<file path="config.mk">
export PLATFORM = sky130hd
export DESIGN_NAME = neuron_event_rx
export DESIGN_NICKNAME = d
export VERILOG_FILES = /design/src/rtl/neuron_event_rx_pkg.sv /design/src/rtl/neuron_evt_fifo.sv /design/src/rtl/neuron_event_rx.sv
export SDC_FILE = /design/constraint.sdc
export NUM_CORES = 1
export LEC_CHECK = 0
export CORE_MARGIN = 4
export CORE_UTILIZATION = 52
export DETAILED_ROUTE_END_ITERATION = 16
export PLACE_DENSITY_LB_ADDON = 0.08
export SYNTH_ARGS = -nofsm -noshare
export SYNTH_HDL_FRONTEND = slang
export SYNTH_SLANG_ARGS = --single-unit
</file>
<file path="constraint.sdc">
create_clock -name clk -period 3.15 [get_ports clk]
set_input_delay 0.63 -clock clk [delete_from_list [all_inputs] [get_ports clk]]
set_output_delay 0.63 -clock clk [all_outputs]
set_load 0.03 [all_outputs]
</file>
<file path="src/rtl/neuron_event_rx_pkg.sv">
// Shared event-format definitions for the neuron event link.
// Holds the byte field positions and type codes that the emitting side also
// uses, the decoded event record, and small decode/counter helpers.
package neuron_event_rx_pkg;

  // Event byte layout: [7] marker, [6:4] type, [3:0] value
  localparam int EVT_MARK_BIT = 7;
  localparam int EVT_TYPE_HI  = 6;
  localparam int EVT_TYPE_LO  = 4;
  localparam int EVT_VAL_HI   = 3;
  localparam int EVT_VAL_LO   = 0;

  localparam logic [2:0] NEURON_TYPE_SPIKE = 3'b001;
  localparam logic [2:0] NEURON_TYPE_ACT   = 3'b010;

  localparam int         CNT_W   = 8;
  localparam logic [7:0] CNT_MAX = 8'hFF;

  typedef enum logic [1:0] {EV_FILL, EV_SPIKE, EV_ACT, EV_BAD} ev_kind_e;

  // One FIFO entry
  typedef struct packed {
    logic       is_spike;
    logic [3:0] value;
  } evt_t;

  function automatic ev_kind_e decode_kind(input logic [7:0] b);
    logic [2:0] t;
    t = b[EVT_TYPE_HI:EVT_TYPE_LO];
    if (!b[EVT_MARK_BIT])            return EV_FILL;
    else if (t == NEURON_TYPE_SPIKE) return EV_SPIKE;
    else if (t == NEURON_TYPE_ACT)   return EV_ACT;
    else                             return EV_BAD;
  endfunction

  function automatic logic [CNT_W-1:0] sat_inc(input logic [CNT_W-1:0] c);
    return (c == CNT_MAX) ? c : c + 8'd1;
  endfunction

endpackage

</file>
<file path="src/rtl/neuron_evt_fifo.sv">
// Small synchronous FIFO for decoded neuron events.
// Ports: clk/rst_n; i_push/i_din write side (ignored when full);
// i_pop read side (ignored when empty); o_dout head entry (0 when empty);
// o_full, o_empty, o_level occupancy 0..DEPTH.
// DEPTH must be a power of two (2, 4 or 8) so the pointers wrap naturally.
module neuron_evt_fifo #(
  parameter int W     = 5,
  parameter int DEPTH = 4
) (
  input  logic         clk,
  input  logic         rst_n,
  input  logic         i_push,
  input  logic [W-1:0] i_din,
  input  logic         i_pop,
  output logic [W-1:0] o_dout,
  output logic         o_full,
  output logic         o_empty,
  output logic [3:0]   o_level
);
  localparam int AW = $clog2(DEPTH);

  logic [W-1:0]  r_mem [DEPTH];
  logic [AW-1:0] r_wptr, r_rptr;
  logic [3:0]    r_level;
  logic          w_push, w_pop;

  assign o_full  = (r_level == 4'(DEPTH));
  assign o_empty = (r_level == 4'd0);
  assign o_level = r_level;
  assign w_push  = i_push && !o_full;
  assign w_pop   = i_pop && !o_empty;

  // Head masked so outputs read 0 whenever nothing is buffered.
  assign o_dout = o_empty ? '0 : r_mem[r_rptr];

  always_ff @(posedge clk or negedge rst_n) begin
    if (!rst_n) begin
      r_wptr  <= '0;
      r_rptr  <= '0;
      r_level <= 4'd0;
    end else begin
      if (w_push) r_wptr <= r_wptr + AW'(1);
      if (w_pop)  r_rptr <= r_rptr + AW'(1);
      case ({w_push, w_pop})
        2'b10:   r_level <= r_level + 4'd1;
        2'b01:   r_level <= r_level - 4'd1;
        default: r_level <= r_level;
      endcase
    end
  end

  // Storage needs no reset: entries are only visible once level covers them.
  always_ff @(posedge clk) begin
    if (w_push) r_mem[r_wptr] <= i_din;
  end

endmodule

</file>
<file path="src/rtl/neuron_event_rx.sv">
// Neuron event receiver: decodes incoming event bytes, buffers spike and
// activation events in a FIFO, and counts spikes, activations and malformed
// bytes with saturating counters.
// Ports: in_valid/in_data/in_ready byte input; out_valid/out_ready/
// out_is_spike/out_value decoded event output; spike_cnt/act_cnt/err_cnt
// counters, clr_cnt synchronous clear; level FIFO occupancy.
module neuron_event_rx
  import neuron_event_rx_pkg::*;
#(
  parameter int DEPTH = 4   // 2, 4 or 8
) (
  input  logic             clk,
  input  logic             rst_n,
  input  logic             in_valid,
  input  logic [7:0]       in_data,
  output logic             in_ready,
  output logic             out_valid,
  input  logic             out_ready,
  output logic             out_is_spike,
  output logic [3:0]       out_value,
  output logic [CNT_W-1:0] spike_cnt,
  output logic [CNT_W-1:0] act_cnt,
  output logic [CNT_W-1:0] err_cnt,
  input  logic             clr_cnt,
  output logic [3:0]       level
);
  ev_kind_e w_kind;
  evt_t     w_evt, w_head;
  logic     w_acc, w_push, w_pop, w_full, w_empty;

  logic [CNT_W-1:0] r_spike_cnt, r_act_cnt, r_err_cnt;

  // Acceptance depends only on FIFO state; filler and malformed bytes are
  // also refused when full.
  assign in_ready  = !w_full;
  assign out_valid = !w_empty;
  assign w_acc     = in_valid && in_ready;
  assign w_kind    = decode_kind(in_data);
  assign w_push    = w_acc && (w_kind == EV_SPIKE || w_kind == EV_ACT);
  assign w_pop     = out_valid && out_ready;

  assign w_evt.is_spike = (w_kind == EV_SPIKE);
  assign w_evt.value    = in_data[EVT_VAL_HI:EVT_VAL_LO];

  neuron_evt_fifo #(.W($bits(evt_t)), .DEPTH(DEPTH)) u_fifo (
    .clk     (clk),
    .rst_n   (rst_n),
    .i_push  (w_push),
    .i_din   (w_evt),
    .i_pop   (w_pop),
    .o_dout  (w_head),
    .o_full  (w_full),
    .o_empty (w_empty),
    .o_level (level)
  );

  assign out_is_spike = w_head.is_spike;
  assign out_value    = w_head.value;

  // Clear takes priority over a same-cycle increment.
  always_ff @(posedge clk or negedge rst_n) begin
    if (!rst_n) begin
      r_spike_cnt <= '0;
      r_act_cnt   <= '0;
      r_err_cnt   <= '0;
    end else if (clr_cnt) begin
      r_spike_cnt <= '0;
      r_act_cnt   <= '0;
      r_err_cnt   <= '0;
    end else if (w_acc) begin
      if (w_kind == EV_SPIKE) r_spike_cnt <= sat_inc(r_spike_cnt);
      if (w_kind == EV_ACT)   r_act_cnt   <= sat_inc(r_act_cnt);
      if (w_kind == EV_BAD)   r_err_cnt   <= sat_inc(r_err_cnt);
    end
  end

  assign spike_cnt = r_spike_cnt;
  assign act_cnt   = r_act_cnt;
  assign err_cnt   = r_err_cnt;

endmodule
</file>
==> summary.txt, run 1 <==
Outcome
  • Status: complete, no violations

Die
  • Die Span X: 79.7 um
  • IO Pins: 48
  • DIE AREA: 6360 um^2
  • Placeable core area: 4850 um^2
  • Standard-cell row count: 25
  • Initial Util: 55.2%
  • Die height: 79.7 um

Synthesis
  • Synth area leaders: dfrtp_1 (30%), edfxtp_1 (22%), ha_1 (5.6%)
  • Post-Syn Instances: 227
  • Syn Area/Cell: 11.8 um^2
  • Yosys top cell area share: 29.9%
  • Seq/Total Area, Yosys: 52.4%
  • Post-synth cell types: 53
  • Syn_nets: 252
  • Commonest cells post-synth: dfrtp_1 (32), edfxtp_1 (20), nand2_1 (14), a21oi_1 (13)
  • Async S/R FF share, synth: 61.5%
  • #FFs+latches synth: 52
  • Top-count cell post-synth: dfrtp_1
  • Leading area contributor after synthesis: dfrtp_1
  • Post-synth EDFFs: 20
  • YS warnings: 0
  • Ys flop type: dfrtp_1
  • Post-Synthesis Cell Area: 2680 um^2

Finish
  • Ant diodes: 0
  • Share of cells above drive strength 1: 11.0%
  • Area taken by flip-flops and latches: 1400 um^2
  • Layout net count: 306
  • Multi-input gate area in the final layout: 1190 um^2
  • Finished Layout Cells: 349
  • Number of fillers in the final layout: 384
  • Area delta synth->final: 24.9%

Power and ir drop
  • Sw frac: 35.4%
  • Internal Power: 0.00133 W
  • Peak supply drop: 0.318 mV
  • Share of power burned in registers: 44.2%
  • Leak pwr: 1.29 nW
  • Combinational power share: 36.7%
  • Power Density: 615 nW/um^2
  • Clk pwr share: 19.1%
  • P_sw: 0.000728 W

Clock tree
  • CTS tree: built
  • CTS max path bufs: 2
  • Post_cts resized: 0
  • TritonCTS Buffers: 5
  • Clock Sinks: 52
  • Post-CTS setup buffer count: 0
  • Root Buffer: clkbuf_8
  • Clock Latency Late Sink: 0.31 ns
  • Worst-path clk slew: 0.10 ns
  • Cts hold-fix bufs: 0
  • Htree depth: 2

STA
  • Hold_ws: 0.575 ns
  • Slew @ Worst Pin: 0.670 ns
  • Final slew viol count: 0
  • Crit path time final: 2.89 ns
  • Fmax: 346 MHz
  • RSZ-0062 raised after global routing: false
  • Final period utilization: 91.7%
  • Setup TNS: 0 ns
  • Slew Limit Headroom: 55.0%
  • Clock Skews: 0.00875 ns
  • Setup violators final: 0
  • Hold Violations, Final: 0

Setup path
  • Required time worst endpoint: 3.34 ns
  • Setup CP Type: in -> reg
  • Setup crit start kind: primary input
  • Critical path data arrival time: 3.08 ns
  • Crit-path max FO: 3
  • Crit end category: flip-flop

Routing
  • Routed wire per std cell: 15.0 um
  • Drt pass-1 iters: 4
  • DR DRC count: 0
  • Vias per cell: 5.59
  • Drt total wl: 5.22 mm
  • Via count: 1,950
  • Antenna-violating nets left: 0
  • 1st-iter DRT viols: 79

Placement
  • Placed cell count: 341
  • Port bufs: 47
  • DP HPWL: 3.83 mm
  • Routability cong.: 0.768

Global route
  • First-pass GRT wire length: 9.14 mm
  • Overall Global Routing Usage: 18.2%
  • Vias in the first global route: 1,963
  • GRT overflow: 0
  • Initial antenna violation count: 0
  • Largest net degree at the start of global routing: 33

Min path
  • Hold crit path type: reg -> reg

Job
  • Max-cap check violation count: 0
==> final timing paths <==
| kind | endpoint | slack (ns) | cells past startpoint | startpoint |
|---|---|---|---|---|
| hold reg to reg | spike_cnt[7]$_DFFE_PN0P_ | 0.57 | 2 | spike_cnt[7]$_DFFE_PN0P_ |
| max in group asynchronous | u_fifo.r_rptr[0]$_DFFE_PN0P_ | 2.11 | 2 | rst_n |
| min in group asynchronous | spike_cnt[4]$_DFFE_PN0P_ | 0.72 | 2 | rst_n |
| hold / removal | spike_cnt[7]$_DFFE_PN0P_ | 0.57 | 2 | spike_cnt[7]$_DFFE_PN0P_ |
| setup / recovery | u_fifo.o_level[2]$_DFFE_PN0P_ | 0.26 | 13 | in_data[5] |
| setup reg to reg | u_fifo.o_level[2]$_DFFE_PN0P_ | 0.59 | 9 | u_fifo.o_level[1]$_DFFE_PN0P_ |
==> registers in the layout, indices dropped and copies added (netlist names) <==
signal          count
err_cnt             8
act_cnt             8
u_fifo.o_level      4
u_fifo.r_rptr       2
u_fifo.r_mem       20
spike_cnt           8
u_fifo.r_wptr       2
==> per-layer routing <==
layer	vias to the layer above	part of all wire (%)	track usage [%]
li1	953	-	-
met1	948	47	24.6
met2	44	48	30.0
met3	5	3.7	3.50
met4	0	0.96	4.81
met5	-	0	0
==> worst max-delay path, stage by stage <==
cell and delay, ns:
clkdlybuf4s50_1 0.48, inv_1 0.04, o31a_1 0.31, ha_1 0.31, and3_1 0.19, inv_1 0.07, ha_1 0.20, xor2_1 0.14
ha_1 0.19, a21oi_1 0.15, xor2_1 0.16, nor2_1 0.06, xor2_1 0.14
==> logic make-up after synthesis <==
| kind of cell | count (synthesis) | synth area share [%] |
|---|---|---|
| AOI/OAI and AO/OA | 41 | 10.8 |
| DFF | 52 | 52.4 |
| muxes | 11 | 6.64 |
| buffers and inverters | 18 | 2.95 |
| adders and majority gates | 12 | 5.61 |
| and+or+nand+nor | 82 | 18.1 |
| xor gates and xnor gates | 11 | 3.60 |
==> cell usage in the layout, fill, tap and decap left out, drive strengths merged, types with 8 or more instances in the layout <==
| master | Yosys | final |
|---|---|---|
| nor2 | 12 | 12 |
| clkdlybuf4s50 | 0 | 47 |
| nand3 | 12 | 12 |
| edfxtp | 20 | 20 |
| and2 | 10 | 10 |
| ha | 12 | 12 |
| dfrtp | 32 | 32 |
| inv | 10 | 12 |
| a21oi | 13 | 13 |
| buf | 3 | 8 |
| nand2 | 14 | 14 |
==> power groups by stage <==
stage / logic, W / clock network (W) / registers (W)
2_1_floorplan: 0.000499 / 0 / 0.000919
3_3_place_gp: 0.000746 / 0 / 0.000925
3_5_place_dp: 0.000762 / 0 / 0.000927
4_1_cts: 0.000764 / 0.000407 / 0.000913
5_1_grt: 0.000816 / 0.000430 / 0.000927
6_report: 0.000753 / 0.000393 / 0.000909
==> stage by stage <==
step / util, % / setup slack [ns] / power, W / instance area [um^2]
floorplan: - / 0.315 / 0.00142 / 2680
global placement: 67.0 / 0.0391 / 0.00167 / 3250
detailed placement: 67.0 / -0.0436 / 0.00169 / 3250
CTS: 68.9 / 0.253 / 0.00208 / 3340
global route: 68.9 / 0.111 / 0.00217 / 3340
finish: 68.9 / 0.261 / 0.00206 / 3340
==> final cells by class <==
type,count,area share [%]
inverter,10,1.12
clock inverter,3,0.749
multi-input combinational,157,35.8
clock buffer,5,2.06
tap,67,2.51
sequential,52,41.9
timing repair buffer,55,15.9
(Power assumes the default switching activity.)
==> run 2: changes to the inputs <==
clock period = 3.3 ns   (was 3.15 ns; I/O delays follow)
==> summary.txt, run 2 (same netlist as run 1, synthesis figures left out) <==
STA
  • Clock Skews: 0.00642 ns (-0.00233 ns)
  • Setup violators final: 0 (unchanged)
  • Hold Violations, Final: 0 (unchanged)
  • Slew @ Worst Pin: 0.682 ns (+0.0117 ns)
  • Fmax: 339 MHz
  • Worst setup margin: 0.353 ns (+0.0921 ns)
  • Hold_ws: 0.572 ns (-0.00304 ns)
  • RSZ-0062 raised after global routing: false
  • Setup TNS: 0 ns (unchanged)
  • Crit path time final: 2.95 ns
  • Slew Limit Headroom: 54.2% (-0.79 points)
  • Final period utilization: 89.3%
  • Final slew viol count: 0 (unchanged)

Setup path
  • Bufs and invs on worst path: 3 (unchanged)
  • Crit end category: flip-flop
  • Crit-path max FO: 5 (+2)
  • Setup crit start kind: primary input
  • Worst r2r src: u_fifo.o_level[1]$_DFFE_PN0P_
  • Critical Path Source: in_data[5]
  • Crit-path leading delay family: adder cells
  • Required time worst endpoint: 3.50 ns (+0.16 ns)
  • Worst reg2reg path endpoint: u_fifo.o_level[2]$_DFFE_PN0P_
  • Crit-path slowest cell: clkdlybuf4s50_1
  • Critical Path Max Stage Delay: 0.49 ns (about the same)
  • R2R Setup Slk: 0.72 ns (+0.13 ns)
  • Reg2reg path depth: 11 (+2)
  • Crit path cell chain: clkdlybuf4s50_1, inv_1, o31a_1, ha_1, and3_1, inv_1, ha_1, xor2_1, ha_1, a21oi_1, xor2_1, nor2_1, xor2_1
  • Setup CP Type: in -> reg
  • Critical path data arrival time: 3.14 ns (+0.06 ns)

Die
  • Placeable core area: 4850 um^2 (unchanged)
  • DIE AREA: 6360 um^2 (unchanged)
  • Initial Util: 55.2% (unchanged)
  • Die Span X: 79.7 um (unchanged)
  • IO Pins: 48 (unchanged)
  • Die height: 79.7 um (unchanged)
  • Standard-cell row count: 25 (unchanged)

Clock tree
  • CTS max path bufs: 2 (unchanged)
  • TritonCTS Buffers: 5 (unchanged)
  • Clock Latency Late Sink: 0.31 ns (about the same)
  • Post-CTS setup buffer count: 0 (unchanged)
  • Clock Sinks: 52 (unchanged)
  • Post_cts resized: 0 (unchanged)
  • CTS tree: built
  • Root Buffer: clkbuf_8
  • Htree depth: 2 (unchanged)
  • Cts hold-fix bufs: 0 (unchanged)
  • Worst-path clk slew: 0.09 ns (about the same)

Min path
  • WHS Path Cells: 2 (unchanged)
  • Hold crit path type: reg -> reg
  • Hold Path End: spike_cnt[7]$_DFFE_PN0P_
  • Worst min-delay path startpoint: spike_cnt[7]$_DFFE_PN0P_

Global route
  • Initial antenna violation count: 0 (unchanged)
  • Overall Global Routing Usage: 18.3% (+0.15 points)
  • First-pass GRT wire length: 9.08 mm (-0.60%)
  • GRT overflow: 0 (unchanged)
  • Vias in the first global route: 1,875 (-4.5%)
  • Largest net degree at the start of global routing: 33 (unchanged)

Routing
  • Via count: 1,983 (+1.7%)
  • Drt pass-1 iters: 4 (unchanged)
  • Vias per cell: 5.71 (+2.3%)
  • Antenna-violating nets left: 0 (unchanged)
  • Routed wire per std cell: 15.4 um (+2.7%)
  • Drt total wl: 5.33 mm (+2.1%)
  • DR DRC count: 0 (unchanged)
  • 1st-iter DRT viols: 134 (+70%)

Finish
  • Share of cells above drive strength 1: 10.4% (-0.64 points)
  • Number of fillers in the final layout: 371 (-3.4%)
  • Ant diodes: 0 (unchanged)
  • Fin area: 3350 um^2 (+0.19%)
  • Area delta synth->final: 25.2%
  • Top reg by flops: u_fifo.r_mem
  • Commonest cells after routing, fill and taps aside: clkdlybuf4s50_1 (47), dfrtp_1 (32), edfxtp_1 (20)
  • Commonest non-fill, non-tap cell in the layout: clkdlybuf4s50_1
  • Max FFs per register: 20 (unchanged)
  • Multi-input gate area in the final layout: 1190 um^2 (unchanged)
  • Layout net count: 304 (-0.65%)
  • Area taken by flip-flops and latches: 1400 um^2 (unchanged)
  • Final Core Density: 69.1% (+0.13 points)

Power and ir drop
  • Power Density: 605 nW/um^2 (-1.6%)
  • Peak supply drop: 0.274 mV (-14%)
  • Leak pwr: 1.29 nW (about the same)

Placement
  • Routability cong.: 0.759 (-1.2%)
  • Pre-CTS setup slack: 0.0102 ns (+0.0537 ns)
  • Port bufs: 47 (unchanged)
  • Placed Area: 3230 um^2 (-0.46%)
  • DP HPWL: 3.85 mm (+0.63%)

Job
  • Max-cap check violation count: 0 (unchanged)

Outcome
  • Status: complete, no violations
## run 2: stage by stage
stage          instances  power, W
6_report             347   0.00203
5_1_grt              347   0.00214
4_1_cts              347   0.00205
3_5_place_dp         339   0.00160
3_3_place_gp         339   0.00159
2_1_floorplan        227   0.00135
## run 2: how the worst max path moves through the flow
| stage | to | slack [ns] | cells past startpoint |
|---|---|---|---|
| after floorplan | u_fifo.o_level[2]$_DFFE_PN0P_ | 0.46 | 11 |
| after global placement | u_fifo.o_level[2]$_DFFE_PN0P_ | 0.1 | 13 |
| after detailed placement | u_fifo.o_level[2]$_DFFE_PN0P_ | 0.01 | 13 |
| after CTS | u_fifo.o_level[2]$_DFFE_PN0P_ | 0.34 | 13 |
| after global routing | u_fifo.o_level[2]$_DFFE_PN0P_ | 0.18 | 13 |
| final | u_fifo.o_level[2]$_DFFE_PN0P_ | 0.35 | 13 |
## run 2: tightest hold or removal path, delay by kind of cell (launching register included)
| kind | cells | cell delay [ns] |
|---|---|---|
| flops | 1 | 0.41 |
| compound gates | 2 | 0.13 |
## run 2: power breakdown
| group | switching (W) | internal, W |
|---|---|---|
| Clock | 0.000219 | 0.000229 |
| Sequential | 0.000114 | 0.000755 |
| Combinational | 0.000359 | 0.000350 |
## run 2: cell type report
type	instances	area share [%]
Timing Repair Buffer	53	15.4
Multi-Input combinational cell	157	35.7
Sequential cell	52	41.9
Clock inverter	3	1.38
Clock buffer	5	2.06
Tap cell	67	2.50
Inverter	10	1.12
## run 2: metal layers
| layer | GRT usage [%] | up-vias | share of wire, % |
|---|---|---|---|
| met2 | 28.2 | 47 | 48 |
| met5 | 0 | - | 0 |
| met3 | 4.51 | 7 | 4.2 |
| met4 | 5.84 | 0 | 1.4 |
| met1 | 25.5 | 974 | 46 |
| li1 | - | 955 | - |
==> run 3: changes to the inputs <==
CORE_UTILIZATION = 25   (was 52)
==> summary.txt, run 3 (same netlist as run 1, synthesis figures left out) <==
Clock tree
  • CTS max path bufs: 2 (unchanged)
  • Root Buffer: clkbuf_8
  • Post_cts resized: 0 (unchanged)
  • Htree depth: 2 (unchanged)
  • Worst-path clk slew: 0.10 ns (about the same)
  • CTS tree: built
  • Clock Sinks: 52 (unchanged)
  • Cts hold-fix bufs: 0 (unchanged)
  • Post-CTS setup buffer count: 0 (unchanged)
  • TritonCTS Buffers: 5 (unchanged)
  • Clock Latency Late Sink: 0.31 ns (about the same)

Die
  • IO Pins: 48 (unchanged)
  • Die height: 111 um (+40%)
  • Initial Util: 25.8% (-29 points)
  • Placeable core area: 10,400 um^2 (+110%)
  • DIE AREA: 12,400 um^2 (+95%)
  • Die Span X: 111 um (+40%)
  • Standard-cell row count: 37 (+48%)

STA
  • Slew @ Worst Pin: 0.683 ns (+0.00138 ns)
  • Setup violators final: 0 (unchanged)
  • Hold Violations, Final: 0 (unchanged)
  • Crit path time final: 2.97 ns (+0.0211 ns)
  • Clock Skews: 0.0151 ns (+0.00866 ns)
  • Final period utilization: 90.0% (+0.64 points)
  • RSZ-0062 raised after global routing: false
  • Setup TNS: 0 ns (unchanged)
  • Slew Limit Headroom: 54.1% (-0.093 points)
  • Final slew viol count: 0 (unchanged)
  • Fmax: 337 MHz (-0.71%)

Power and ir drop
  • Power Density: 582 nW/um^2 (-3.9%)
  • Leak pwr: 1.28 nW (-0.26%)
  • Peak supply drop: 0.327 mV (+20%)

Global route
  • Initial antenna violation count: 0 (unchanged)
  • Overall Global Routing Usage: 10.4% (-7.9 points)
  • Busiest metal layer after global routing: met2
  • Met3 Resource Use GR: 2.50% (-2.0 points)
  • GRT met2 Usage: 17.2% (-11 points)
  • Vias in the first global route: 1,975 (+5.3%)
  • GRT met1 Usage: 13.7% (-12 points)
  • GRT overflow: 0 (unchanged)
  • Largest net degree at the start of global routing: 33 (unchanged)
  • First-pass GRT wire length: 10.5 mm (+16%)

Finish
  • Commonest cells after routing, fill and taps aside: clkdlybuf4s50_1 (47), dfrtp_1 (32), edfxtp_1 (20)
  • Max FFs per register: 20 (unchanged)
  • Commonest non-fill, non-tap cell in the layout: clkdlybuf4s50_1
  • Area delta synth->final: 27.7%
  • Area taken by flip-flops and latches: 1400 um^2 (unchanged)
  • Final Core Density: 33.0% (-36 points)
  • Top reg by flops: u_fifo.r_mem
  • Finished Layout Cells: 416 (+20%)
  • Share of cells above drive strength 1: 10.4% (unchanged)
  • Number of fillers in the final layout: 1,090 (+190%)
  • Ant diodes: 0 (unchanged)
  • Layout net count: 304 (unchanged)
  • Multi-input gate area in the final layout: 1190 um^2 (unchanged)

Min path
  • Hold crit path type: reg -> reg
  • Worst min-delay path startpoint: spike_cnt[7]$_DFFE_PN0P_

Routing
  • Drt pass-1 iters: 4 (unchanged)
  • Drt total wl: 6.20 mm (+16%)
  • Vias per cell: 4.65 (-19%)
  • Via count: 1,934 (-2.5%)
  • Routed wire per std cell: 14.9 um (-2.9%)
  • 1st-iter DRT viols: 53 (-60%)
  • Antenna-violating nets left: 0 (unchanged)
  • DR DRC count: 0 (unchanged)

Setup path
  • Crit end category: primary output
  • Critical path data arrival time: 2.31 ns (-0.83 ns)
  • Crit-path max FO: 9 (+4)
  • Critical Path Source: u_fifo.o_level[1]$_DFFE_PN0P_
  • Required time worst endpoint: 2.64 ns (-0.86 ns)
  • Setup CP Type: reg -> out
  • Setup crit start kind: flip-flop
  • Worst r2r src: u_fifo.o_level[1]$_DFFE_PN0P_

Placement
  • Port bufs: 47 (unchanged)
  • Placed cell count: 408 (+20%)
  • DP HPWL: 4.43 mm (+15%)
  • Routability cong.: 0.726 (-4.3%)

Job
  • Max-cap check violation count: 0 (unchanged)

Outcome
  • Status: complete, no violations
run 3: metal layers:
metal | wire length (um) | up-vias
met5 | 0 | -
met4 | 31 | 0
met3 | 245 | 2
met2 | 3090 | 32
met1 | 2830 | 943
li1 | - | 957
run 3: final cells by class:
cell class | count | area share (%)
multi-input combinational | 157 | 35.0
sequential | 52 | 41.0
clock inverter | 3 | 0.842
inverter | 10 | 1.10
tap | 136 | 4.98
clock buffer | 5 | 2.01
timing repair buffer | 53 | 15.1
run 3: path summary, 6_finish.rpt:
check | slack [ns] | cells past startpoint | endpoint
max in group asynchronous | 2.21 | 2 | act_cnt[1]$_DFFE_PN0P_
max | 0.33 | 3 | out_is_spike
min | 0.58 | 2 | spike_cnt[7]$_DFFE_PN0P_
min in group asynchronous | 0.76 | 2 | spike_cnt[2]$_DFFE_PN0P_
min reg2reg | 0.58 | 2 | spike_cnt[7]$_DFFE_PN0P_
max reg2reg | 0.68 | 9 | u_fifo.o_level[2]$_DFFE_PN0P_
run 3: worst max-delay path, cell delays in order (launching register included):
cell	delay, ns
dfrtp_1	0.51
or4_1	0.69
and2_1	0.21
clkdlybuf4s50_1	0.59
run 3: through the flow:
stage                     area (um^2)  hold WS [ns]  total power, W  worst slack [ns]
after detailed placement         3320         0.560         0.00162            0.0763
after global placement           3320         0.569         0.00162             0.111
after floorplan                  2680         0.364         0.00135             0.465
final                            3420         0.576         0.00199             0.332
after global routing             3420         0.612         0.00212             0.210
after CTS                        3420         0.575         0.00204             0.265
run 3: power by group:
group	leakage (nW)	internal [W]	switching, W
clock	0.0511	0.000161	0.000240
sequential	0.612	0.000754	0.000120
combinational	0.622	0.000350	0.000364
